==> src/rtl/buffer_vc_unit.sv <==
`default_nettype none
// +-----------------------------------------------------------------------------+
// | Module   : buffer_vc_unit                                                   |
// | Purpose  : Per-VC circular flit buffers with a switch-allocator handshake   |
// |            and a req/ack output port. Optional BUFFER_OCCUPANCY_EN adds     |
// |            the vc_count occupancy output.                                   |
// | Revision : 1.0                                                              |
// +-----------------------------------------------------------------------------+
module buffer_vc_unit #(
    parameter int  DATA_WIDTH = 18,
    parameter int  DEPTH      = 8,
    parameter int  NUM_VC     = 2,
    localparam int VC_W       = (NUM_VC > 1) ? $clog2(NUM_VC) : 1
) (
    input  logic                  clk,
    input  logic                  rst,
    input  logic                  in_req,
    input  logic [VC_W-1:0]       in_vc,
    input  logic [DATA_WIDTH-1:0] in_data,
    output logic                  in_ack,
    output logic [NUM_VC-1:0]     vc_full,
    output logic [NUM_VC-1:0]     sa_req,
    input  logic [NUM_VC-1:0]     sa_grant,
    output logic                  out_req,
    output logic [VC_W-1:0]       out_vc,
    output logic [DATA_WIDTH-1:0] out_data,
    input  logic                  out_ack
`ifdef BUFFER_OCCUPANCY_EN
    ,
    output logic [NUM_VC*($clog2(DEPTH)+1)-1:0] vc_count
`endif
);

    localparam int PTR_W = $clog2(DEPTH);
    localparam int CNT_W = PTR_W + 1;

    typedef enum logic [1:0] {
        IDLE = 2'd0,
        ARB  = 2'd1,
        SEND = 2'd2
    } state_t;

    state_t                state_q, state_d;
    logic [DATA_WIDTH-1:0] mem_q    [NUM_VC][DEPTH];
    logic [PTR_W-1:0]      wr_ptr_q [NUM_VC];
    logic [PTR_W-1:0]      rd_ptr_q [NUM_VC];
    logic [CNT_W-1:0]      count_q  [NUM_VC];

    logic                  in_ack_q,   in_ack_d;
    logic [NUM_VC-1:0]     sa_req_q,   sa_req_d;
    logic                  out_req_q,  out_req_d;
    logic [VC_W-1:0]       out_vc_q,   out_vc_d;
    logic [DATA_WIDTH-1:0] out_data_q, out_data_d;

    logic [NUM_VC-1:0]     w_full;
    logic [NUM_VC-1:0]     w_nonempty;
    logic [NUM_VC-1:0]     w_push;
    logic [NUM_VC-1:0]     w_pop;
    logic [NUM_VC-1:0]     w_grant;
    logic                  w_vc_valid;
    logic                  w_target_full;
    logic                  w_accept;
    logic [VC_W-1:0]       w_sel_idx;
    logic [DATA_WIDTH-1:0] w_head;

    // A pop on the same edge frees the slot, so a full VC being popped still accepts.
    always_comb begin
        w_vc_valid    = (int'(in_vc) < NUM_VC);
        w_target_full = 1'b0;
        w_full        = '0;
        w_nonempty    = '0;
        w_pop         = '0;
        w_push        = '0;
        for (int v = 0; v < NUM_VC; v++) begin
            w_nonempty[v] = (count_q[v] != '0);
            w_full[v]     = (count_q[v] == CNT_W'(DEPTH));
            w_pop[v]      = (state_q == SEND) && out_ack &&
                            (out_vc_q == VC_W'(v)) && w_nonempty[v];
            if ((in_vc == VC_W'(v)) && w_full[v] && !w_pop[v]) begin
                w_target_full = 1'b1;
            end
        end
        w_accept = in_req && !in_ack_q && w_vc_valid && !w_target_full;
        for (int v = 0; v < NUM_VC; v++) begin
            w_push[v] = w_accept && (in_vc == VC_W'(v));
        end
        in_ack_d = in_req && !in_ack_q && (!w_vc_valid || !w_target_full);
    end

    // Descending scan so the lowest-index granted VC wins.
    always_comb begin
        w_grant   = sa_grant & sa_req_q;
        w_sel_idx = '0;
        w_head    = '0;
        for (int v = NUM_VC - 1; v >= 0; v--) begin
            if (w_grant[v]) begin
                w_sel_idx = VC_W'(v);
                w_head    = mem_q[v][rd_ptr_q[v]];
            end
        end
    end

    always_comb begin
        state_d    = state_q;
        sa_req_d   = sa_req_q;
        out_req_d  = out_req_q;
        out_vc_d   = out_vc_q;
        out_data_d = out_data_q;
        case (state_q)
            IDLE: begin
                sa_req_d = w_nonempty;
                if (|w_nonempty) begin
                    state_d = ARB;
                end
            end
            ARB: begin
                if (|w_grant) begin
                    out_data_d = w_head;
                    out_vc_d   = w_sel_idx;
                    out_req_d  = 1'b1;
                    sa_req_d   = '0;
                    state_d    = SEND;
                end else begin
                    sa_req_d = w_nonempty;
                end
            end
            SEND: begin
                if (out_ack) begin
                    out_req_d = 1'b0;
                    state_d   = IDLE;
                end
            end
            default: state_d = IDLE;
        endcase
    end

    always_ff @(posedge clk) begin
        if (rst) begin
            state_q    <= IDLE;
            in_ack_q   <= 1'b0;
            sa_req_q   <= '0;
            out_req_q  <= 1'b0;
            out_vc_q   <= '0;
            out_data_q <= '0;
            for (int v = 0; v < NUM_VC; v++) begin
                wr_ptr_q[v] <= '0;
                rd_ptr_q[v] <= '0;
                count_q[v]  <= '0;
            end
        end else begin
            state_q    <= state_d;
            in_ack_q   <= in_ack_d;
            sa_req_q   <= sa_req_d;
            out_req_q  <= out_req_d;
            out_vc_q   <= out_vc_d;
            out_data_q <= out_data_d;
            for (int v = 0; v < NUM_VC; v++) begin
                if (w_push[v]) begin
                    wr_ptr_q[v] <= wr_ptr_q[v] + PTR_W'(1);
                end
                if (w_pop[v]) begin
                    rd_ptr_q[v] <= rd_ptr_q[v] + PTR_W'(1);
                end
                count_q[v] <= count_q[v] + CNT_W'(w_push[v]) - CNT_W'(w_pop[v]);
            end
        end
    end

    // Storage is not reset; cleared pointers make old contents unreachable.
    always_ff @(posedge clk) begin
        for (int v = 0; v < NUM_VC; v++) begin
            if (!rst && w_push[v]) begin
                mem_q[v][wr_ptr_q[v]] <= in_data;
            end
        end
    end

    assign in_ack   = in_ack_q;
    assign vc_full  = w_full;
    assign sa_req   = sa_req_q;
    assign out_req  = out_req_q;
    assign out_vc   = out_vc_q;
    assign out_data = out_data_q;

`ifdef BUFFER_OCCUPANCY_EN
    generate
        for (genvar gv = 0; gv < NUM_VC; gv++) begin : g_vc_count
            assign vc_count[gv*CNT_W +: CNT_W] = count_q[gv];
        end
    endgenerate
`endif

endmodule
`default_nettype wire

==> config.mk <==
export PLATFORM = sky130hd
export DESIGN_NAME = buffer_vc_unit
export DESIGN_NICKNAME = d
export VERILOG_FILES = /design/src/rtl/buffer_vc_unit.sv
export SDC_FILE = /design/constraint.sdc
export NUM_CORES = 1
export LEC_CHECK = 0
export ABC_AREA = 1
export CORE_MARGIN = 3
export CORE_UTILIZATION = 51
export DETAILED_ROUTE_END_ITERATION = 12
export HOLD_SLACK_MARGIN = 0.02
export PLACE_DENSITY_LB_ADDON = 0.1
export SKIP_CTS_REPAIR_TIMING = 1
export SLEW_MARGIN = 20
export SYNTH_ARGS = -nofsm -noshare
export SYNTH_HDL_FRONTEND = slang
export SYNTH_SLANG_ARGS = --single-unit
==> constraint.sdc <==
create_clock -name clk -period 2.76 [get_ports clk]
set_clock_uncertainty 0.15 [all_clocks]
set_input_delay 0.276 -clock clk [delete_from_list [all_inputs] [get_ports clk]]
set_output_delay 0.276 -clock clk [all_outputs]
set_load 0.01 [all_outputs]
==> results of run 1 <==
[logic make-up (layout without fill, tap and decap cells)]
group           after synthesis  after routing  synth area share (%)
xor+xnor                      6              6                 0.360
simple gates                778            778                  23.4
buf+inv                     274            369                  7.64
fa+ha+maj                    18             18                  1.65
compound gates               16             16                 0.661
flops                       333            333                  66.3
[registers in the layout, indices dropped and copies added, names as in the netlist]
| register | cells |
|---|---|
| mem_q | 288 |
| out_data | 18 |
| count_q | 8 |
| rd_ptr_q | 6 |
| wr_ptr_q | 6 |
| sa_req | 2 |
| state_q | 2 |
| in_ack | 1 |
| out_req | 1 |
| out_vc | 1 |
[routing by layer]
layer | vias to the layer above | track usage (%) | routed length, um
li1 | 4757 | - | -
met1 | 4716 | 33.2 | 15800
met2 | 267 | 38.4 | 17200
met3 | 47 | 3.30 | 1820
met4 | 0 | 6.02 | 652
met5 | - | 0 | 0
[Yosys cell counts (all sizes together)]
cell / instances
a211oi: 2
edfxtp: 300
buf: 42
clkinv: 4
a21oi: 9
nand2: 313
dfxtp: 33
fa: 2
inv: 208
ha: 16
or2: 54
nand3: 216
nor3: 2
nand4: 5
nor2: 187
clkbuf: 20
xnor2: 5
xor2: 1
o21ai: 5
nor3b: 1
[layout make-up]
| cell class | instances | area share [%] |
|---|---|---|
| sequential | 333 | 57.4 |
| timing repair buffer | 97 | 5.94 |
| clock inverter | 9 | 0.535 |
| inverter | 212 | 4.72 |
| multi-input combinational | 818 | 22.8 |
| clock buffer | 51 | 5.81 |
| tap | 378 | 2.81 |
[metrics by stage]
| stage | hold slack [ns] | setup WS (ns) | power (mW) |
|---|---|---|---|
| floorplan | 0.225 | 0.236 | 6.44 |
| global placement | 0.317 | 0.233 | 6.95 |
| detailed placement | 0.323 | 0.230 | 6.96 |
| CTS | 0.327 | 0.193 | 11.4 |
| global route | 0.349 | 0.0418 | 11.7 |
| finish | 0.337 | 0.200 | 11.3 |
[power groups by stage]
| stage | Combinational [mW] | Clock (mW) | Sequential, mW |
|---|---|---|---|
| 5_1_grt | 1.27 | 4.73 | 5.72 |
| 3_5_place_dp | 1.14 | 0 | 5.82 |
| 4_1_cts | 1.15 | 4.54 | 5.71 |
| 3_3_place_gp | 1.13 | 0 | 5.81 |
| 2_1_floorplan | 0.626 | 0 | 5.82 |
| 6_report | 1.14 | 4.44 | 5.71 |
[tightest hold or removal path: cells and delay by family, from the launching register on]
family / cells / cell delay (ns)
compound gates: 1 / 0.05
simple gates: 1 / 0.07
flops: 1 / 0.32
[how the worst min path moves through the flow]
stage	endpoint	slack, ns	depth (start not counted)
final	out_req	0.34	2
after floorplan	mem_q[0][0]	0.22	0
after detailed placement	out_req	0.32	2
after CTS	out_vc	0.33	5
after global routing	out_vc	0.35	5
after global placement	out_req	0.32	2
==> metrics.md, run 1 <==
| Metric | Value |
|---|---|
| Status | finished, final reports clean |
| CTS Root Cell | clkbuf_16 |
| Design Area, Final | 16,800 um2 |
| Sequential fraction of the synthesis area | 66.3% |
| Bufs and invs on worst path | 2 |
| Reg2reg end | count_q[0][6] |
| Final setup vio count | 0 |
| Post-synth top area share | 61.8% |
| Final core area utilization | 60.1% |
| Worst Reg2Reg Path Length in Cells | 10 |
| Boundary Pins | 50 |
| Combinational power share | 10.1% |
| Flop2flop setup slack | 0.42 ns |
| Filler cell count | 2,372 |
| Sw frac | 23.1% |
| Antenna diode count | 0 |
| Placed cell areas | 15,800 um2 |
| FMAX | 0.391 GHz |
| Num rows | 61 |
| Area of the multi-input gates | 3840 um2 |
| Worst path max stage delay | 0.69 ns |
| Final layout net count | 1,541 |
| Largest delay share family, worst path | buffers and inverters |
| I/O Buffers | 49 |
| Die Wd | 175 um |
| Seq cells post-synth | 333 |
| Initial Util | 52.1% |
| Crit. End Element | primary output |
| DR iter-0 viols | 846 |
| Yosys warns | 0 |
| Crit path capture | vc_full[0] |
| Antenna violations before repair | 1 |
| Min-delay worst type | reg2reg |
| Crit path launch | count_q[0][2] |
| Register Area | 9670 um2 |
| Worst-Margin Slew | 0.885 ns |
| Max Cap Viol | 0 |
| Antenna viol nets, final | 0 |
| Vias in the first global route | 9,445 |
| Distinct cells, synth | 32 |
| Min-delay src | out_req |
| Sequential power share | 50.6% |
| Critical path class | reg2out |
| PwrDens | 670 nW/um2 |
| DRC violations left | 0 |
| Final WL | 35.4 mm |
| Yosys top cell by area | edfxtp_1 |
| Crit-path cells | inv_1 -> ha_1 -> nor3b_1 -> clkdlybuf4s50_1 |
| Full die area | 30,700 um2 |
| Routed vias/inst | 5.16 |
| Crit path depth | 4 |
| Max Slew Vio Count | 0 |
| WP data arrival | 2.13 ns |
| Clock group share of total power | 39.3% |
| Crit Path Max Fanout | 3 |
| Clk_lat worst skew | 0.50 ns |
| Hold Violations, Final | 0 |
| Tot GR Track Use | 23.4% |
| Vert. Die Dim | 175 um |
| Synth-to-Final Area Change | 15.5% |
| RSZ-0062 raised after global routing | no |
| Synthesized Nets | 1,468 |
| CTS buffer count | 36 |
| Total global routing overflow | 0 |
| First-pass GRT wire length | 54.7 mm |
| CTS sink cnt | 333 |
| Cell-internal power | 8.69 mW |
| Layout cells sized above 1 | 10.6% |
| Slew headroom | 40.6% |
| Core area | 28,000 um2 |
| 1st-pass router iterations | 5 |
| R2R Path Start | count_q[0][2] |
| Worst VDD drop | 0.563 mV |
| Placed cells | 1,838 |
| TritonCTS clock tree | yes |
| Setup TNS | 0 ns |
| Pin count of the biggest net entering global routing | 75 |
| CP required | 2.33 ns |
| Min cycle time layout | 2.56 ns |
| Net Sw Power | 2.61 mW |
| Final cycle utilization of the critical path | 92.8% |
| H-tree Lvls | 2 |
| Clock Pin Slew Worst Setup and Hold Paths | 0.06 ns |
| Syn Area/Cell | 10.2 um2 |
| Most common cell after layout, fill and taps aside | nand2_1 |
| Routability cong. | 0.818 |
| Worst setup SP type | register |
| Commonest non-fill, non-tap cells in the layout | 313 x nand2_1, 300 x edfxtp_1, 212 x nand3_1, 202 x inv_1, 169 x nor2_1 |
| Fin cells | 1,898 |
| DP HPWL | 22.1 mm |
| Leakage | 6.75 nW |
| Routed vias | 9,787 |
| Longest Clk Path Bufs | 3 |
| Syn Inst Count | 1,425 |
| Synth area leaders | edfxtp_1 62%, nand2_1 8.1%, nand3_1 7.3% |
| Cell Area, Synth | 14,600 um2 |
| CP max stage cell | clkdlybuf4s50_1 |
| WL/cell | 18.7 um |
Power figures use the tool's default switching activity.
==> run 2, diff against run 1 <==
Settings changed: CELL_PAD_IN_SITES_DETAIL_PLACEMENT set to 0, CELL_PAD_IN_SITES_GLOBAL_PLACEMENT set to 1, CORE_UTILIZATION 51 to 49.
==> run 2 against run 1 <==
  * Critical endpoint is now count_q[0][6]
  * First-iteration DRC count down 12%
  * Maximum frequency up 1.3%
  * Wire length down 1.8%
  * Combinational power about the same
  * Core utilization down 1.5 points
  * Total power up 2.9%
  * Highest routed layer unchanged
  * Clock power up 7.7%
  * Critical path depth up 6
==> metrics.md, run 2 (synthesized netlist as in run 1, its figures left out) <==
| Metric | Value |
|---|---|
| Min-delay worst type | reg2reg |
| Total global routing overflow | 0 |
| Filler cell count | 2,510 |
| CTS buffer count | 37 |
| Status | finished, final reports clean |
| RSZ-0062 raised after global routing | no |
| Min cycle time layout | 2.53 ns |
| Critical path class | reg2reg |
| Tot GR Track Use | 22.3% |
| I/O Buffers | 49 |
| CP required | 3.00 ns |
| Crit-path cells | inv_1 -> ha_1 -> nor3b_1 -> nand3_2 -> nand2_1 -> nor2_1 -> ha_1 -> fa_1 -> xnor2_1 -> nor2_1 |
| Design Area, Final | 17,000 um2 |
| Slew headroom | 47.6% |
| CTS sink cnt | 333 |
| WP data arrival | 2.76 ns |
| Vias in the first global route | 9,559 |
| DP HPWL | 22.5 mm |
| Worst VDD drop | 0.692 mV |
| FMAX | 0.396 GHz |
| Number of flip-flops under the largest register name | 288 |
| Crit Path Max Fanout | 6 |
| Worst setup SP type | register |
| TritonCTS clock tree | yes |
| Longest Clk Path Bufs | 3 |
| Final cycle utilization of the critical path | 91.6% |
| Final layout net count | 1,546 |
| DR iter-0 viols | 744 |
| Final WL | 34.8 mm |
| Fin worst setup slack | 0.233 ns |
| Setup TNS | 0 ns |
| CTS Root Cell | clkbuf_16 |
| H-tree Lvls | 2 |
| CP max stage cell | fa_1 |
| Placed cells | 1,848 |
| Vert. Die Dim | 179 um |
| Num rows | 62 |
| First-pass GRT wire length | 53.8 mm |
| Commonest non-fill, non-tap cells in the layout | 313 x nand2_1, 300 x edfxtp_1, 212 x nand3_1, 202 x inv_1, 169 x nor2_1 |
| Antenna viol nets, final | 0 |
| Most common cell after layout, fill and taps aside | nand2_1 |
| Worst path max stage delay | 0.41 ns |
| DRC violations left | 0 |
| Fin cells | 1,915 |
| Initial Util | 50.3% |
| Hold Violations, Final | 0 |
| Antenna violations before repair | 0 |
| Layout cells sized above 1 | 11.2% |
| Clock Pin Slew Worst Setup and Hold Paths | 0.06 ns |
| Clk_lat worst skew | 0.52 ns |
| Final setup vio count | 0 |
| Antenna diode count | 0 |
| Pin count of the biggest net entering global routing | 75 |
| Boundary Pins | 50 |
| Worst-Margin Slew | 0.784 ns |
| Full die area | 31,900 um2 |
| Crit. End Element | register |
| Routed vias | 9,672 |
| Post-place setup slack | 0.203 ns |
| Max Cap Viol | 0 |
| Routability cong. | 0.806 |
| Synth-to-Final Area Change | 16.7% |
| Placed cell areas | 15,800 um2 |
| Core area | 29,000 um2 |
| PwrDens | 683 nW/um2 |
| WL/cell | 18.2 um |
| 1st-pass router iterations | 5 |
| Leakage | 6.83 nW |
| Die Wd | 179 um |
| Max Slew Vio Count | 0 |
| Routed vias/inst | 5.05 |
-- run 2: per-layer routing --
layer / global-route usage [%] / vias up / wire length, um
met5: 0 / - / 0
met1: 30.5 / 4575 / 15200
li1: - / 4771 / -
met3: 3.45 / 65 / 1980
met2: 37.1 / 261 / 16700
met4: 6.62 / 0 / 911
-- run 2: per-stage QoR --
step	hold slack [ns]	power [mW]	util, %
global route	0.349	12.1	58.6
floorplan	0.225	6.44	-
finish	0.325	11.6	58.6
detailed placement	0.318	6.95	54.6
CTS	0.331	11.7	58.6
global placement	0.314	6.94	54.6
-- run 2: worst paths after layout --
path / start / to / slack [ns] / cells past startpoint
worst min register to register: out_req / out_req / 0.33 / 2
worst max-delay path: count_q[0][2] / count_q[0][6] / 0.23 / 10
worst min-delay path: out_req / out_req / 0.33 / 2
worst max register to register: count_q[0][2] / count_q[0][6] / 0.23 / 10
-- run 2: critical path: cells and delay by family (launching register included) --
family | cells | cell delay (ns)
adders and majority gates | 3 | 0.79
xor gates and xnor gates | 1 | 0.16
and+or+nand+nor | 5 | 0.91
buffers and inverters | 1 | 0.09
DFF | 1 | 0.30
-- run 2: cell type report --
class / instances / area [um2] / area share, %
clock buffer: 52 / 1030 / 6.08
clock inverter: 15 / 149 / 0.875
inverter: 212 / 796 / 4.68
multi-input combinational: 818 / 3840 / 22.6
sequential: 333 / 9670 / 56.8
tap: 384 / 480 / 2.82
timing repair buffer: 101 / 1040 / 6.13
-- run 2: report_power, final --
| group | internal (mW) | total (mW) | leakage (nW) | switching [mW] |
|---|---|---|---|---|
| combinational | 0.419 | 1.13 | 3.27 | 0.711 |
| sequential | 5.64 | 5.71 | 2.99 | 0.0731 |
| clock | 2.90 | 4.78 | 0.574 | 1.89 |
| total | 8.95 | 11.6 | 6.83 | 2.67 |
==> run 3, diff against run 2 <==
Settings changed: REMOVE_ABC_BUFFERS set to 1.
==> run 3 against run 2 <==
  * Maximum frequency is 4.0% higher
  * Sequential power barely moved
  * Die area unchanged
  * Critical path type is now reg2out
  * Register-to-register slack gained 0.26 ns
  * Final area decreased by 0.48%
  * Largest power group unchanged
  * Sequential share of layout area increased by 0.27 points
  * Critical path depth decreased by 6
  * Worst setup slack improved by 0.098 ns
  * Core utilization decreased by 0.28 points
  * Via count fell by 0.85%
  * Global-route usage down 0.48 points
==> metrics.md, run 3 (synthesized netlist as in run 1, its figures left out) <==
| Metric | Value |
|---|---|
| H-tree Lvls | 2 |
| Die Wd | 179 um |
| DR iter-0 viols | 712 |
| Clock Pin Slew Worst Setup and Hold Paths | 0.06 ns |
| Flop2flop setup slack | 0.49 ns |
| Worst setup SP type | register |
| CTS Root Cell | clkbuf_16 |
| Layout cells sized above 1 | 11.0% |
| Status | finished, final reports clean |
| Hold Violations, Final | 0 |
| Slew headroom | 43.1% |
| Full die area | 31,900 um2 |
| Crit path capture | vc_full[0] |
| Crit. End Element | primary output |
| Vias in the first global route | 9,178 |
| PwrDens | 683 nW/um2 |
| WL/cell | 17.8 um |
| Crit Path Max Fanout | 3 |
| Fin worst setup slack | 0.331 ns |
| Highest routed metal layer | met4 |
| Routed vias/inst | 5.03 |
| Antenna diode count | 0 |
| Min-delay worst type | reg2reg |
| First-pass GRT wire length | 52.7 mm |
| Core area | 29,000 um2 |
| Clk_lat worst skew | 0.51 ns |
| R2R Path Start | count_q[0][6] |
| Final WL | 34.0 mm |
| Synth-to-Final Area Change | 16.1% |
| Commonest non-fill, non-tap cells in the layout | 313 x nand2_1, 300 x edfxtp_1, 212 x nand3_1, 202 x inv_1, 169 x nor2_1 |
| Antenna violations before repair | 0 |
| Worst-Margin Slew | 0.851 ns |
| Routed vias | 9,590 |
| CTS sink cnt | 333 |
| Pin count of the biggest net entering global routing | 75 |
| DRC violations left | 0 |
| M1 WL | 15.7 mm |
| Crit path launch | count_q[0][2] |
| Power consumption | 11.6 mW |
| FMAX | 0.412 GHz |
| Min cycle time layout | 2.43 ns |
| Final setup vio count | 0 |
| Max Slew Vio Count | 0 |
| CTS buffer count | 36 |
| Worst VDD drop | 0.661 mV |
| RSZ-0062 raised after global routing | no |
| Met2 wire length | 15.6 mm |
| Routability cong. | 0.819 |
| Placed cells | 1,843 |
| Met3 WL | 2.03 mm |
| Reg2reg end | count_q[0][6] |
| Filler cell count | 2,470 |
| CP required | 2.33 ns |
| Longest Clk Path Bufs | 3 |
| Final core area utilization | 58.4% |
| Vert. Die Dim | 179 um |
| Most common cell after layout, fill and taps aside | nand2_1 |
| Initial Util | 50.3% |
| DP HPWL | 21.6 mm |
| Final layout net count | 1,540 |
| Boundary Pins | 50 |
| Max Cap Viol | 0 |
| Worst Reg2Reg Path Length in Cells | 11 |
| Fin cells | 1,908 |
| I/O Buffers | 49 |
| Post-place setup slack | 0.224 ns |
| TritonCTS clock tree | yes |
| Antenna viol nets, final | 0 |
| Number of flip-flops under the largest register name | 288 |
| Critical path class | reg2out |
| WP data arrival | 2.00 ns |
| Total global routing overflow | 0 |
| Tot GR Track Use | 21.9% |
| Num rows | 62 |
| 1st-pass router iterations | 5 |
| Leakage | 6.79 nW |
| Final cycle utilization of the critical path | 88.0% |
==> run 3: cell count changes in the layout (fill, tap and decap cells not counted) <==
cell / delta
clkinv_1: -3
clkinvlp_4: -1
inv_6: +1
clkbuf_8: +3
buf_12: -2
clkbuf_16: -2
buf_4: -3
==> run 3: final cells by class <==
class / instances / area [um2] / share of cell area [%]
inverter: 212 / 796 / 4.70
tap: 384 / 480 / 2.84
sequential: 333 / 9670 / 57.1
timing repair buffer: 96 / 981 / 5.79
multi-input combinational: 818 / 3840 / 22.7
clock buffer: 53 / 1030 / 6.06
clock inverter: 12 / 139 / 0.820
==> run 3: stage by stage <==
step	hold slack (ns)	area (um2)	setup TNS (ns)
2_1_floorplan	0.193	14300	-7.00
3_3_place_gp	0.308	15800	0
3_5_place_dp	0.308	15800	0
4_1_cts	0.319	16900	0
5_1_grt	0.363	16900	0
6_report	0.317	16900	0
==> run 3: critical path, cell delays in order, from the launching register on <==
cell and delay, ns:
dfxtp_1 0.29, inv_1 0.10, ha_1 0.15, nor3b_1 0.33, clkdlybuf4s50_1 0.62
==> run 3: power by group <==
part / internal (mW) / switching (mW)
Clock: 2.86 / 1.86
Sequential: 5.64 / 0.0717
Combinational: 0.410 / 0.719
==> run 3: worst min path at each step <==
stage / from / end / slack (ns) / cells past startpoint
6_report: out_req / out_req / 0.32 / 2
2_1_floorplan: rst / count_q[0][1] / 0.19 / 1
4_1_cts: out_req / out_req / 0.32 / 2
3_5_place_dp: out_req / out_req / 0.31 / 2
5_1_grt: out_req / out_req / 0.36 / 2
3_3_place_gp: out_req / out_req / 0.31 / 2
==> run 3: routing by layer <==
metal / GRT usage [%] / vias up
li1: - / 4759
met1: 31.4 / 4529
met2: 34.7 / 245
met3: 4.21 / 57
met4: 5.13 / 0
met5: 0 / -
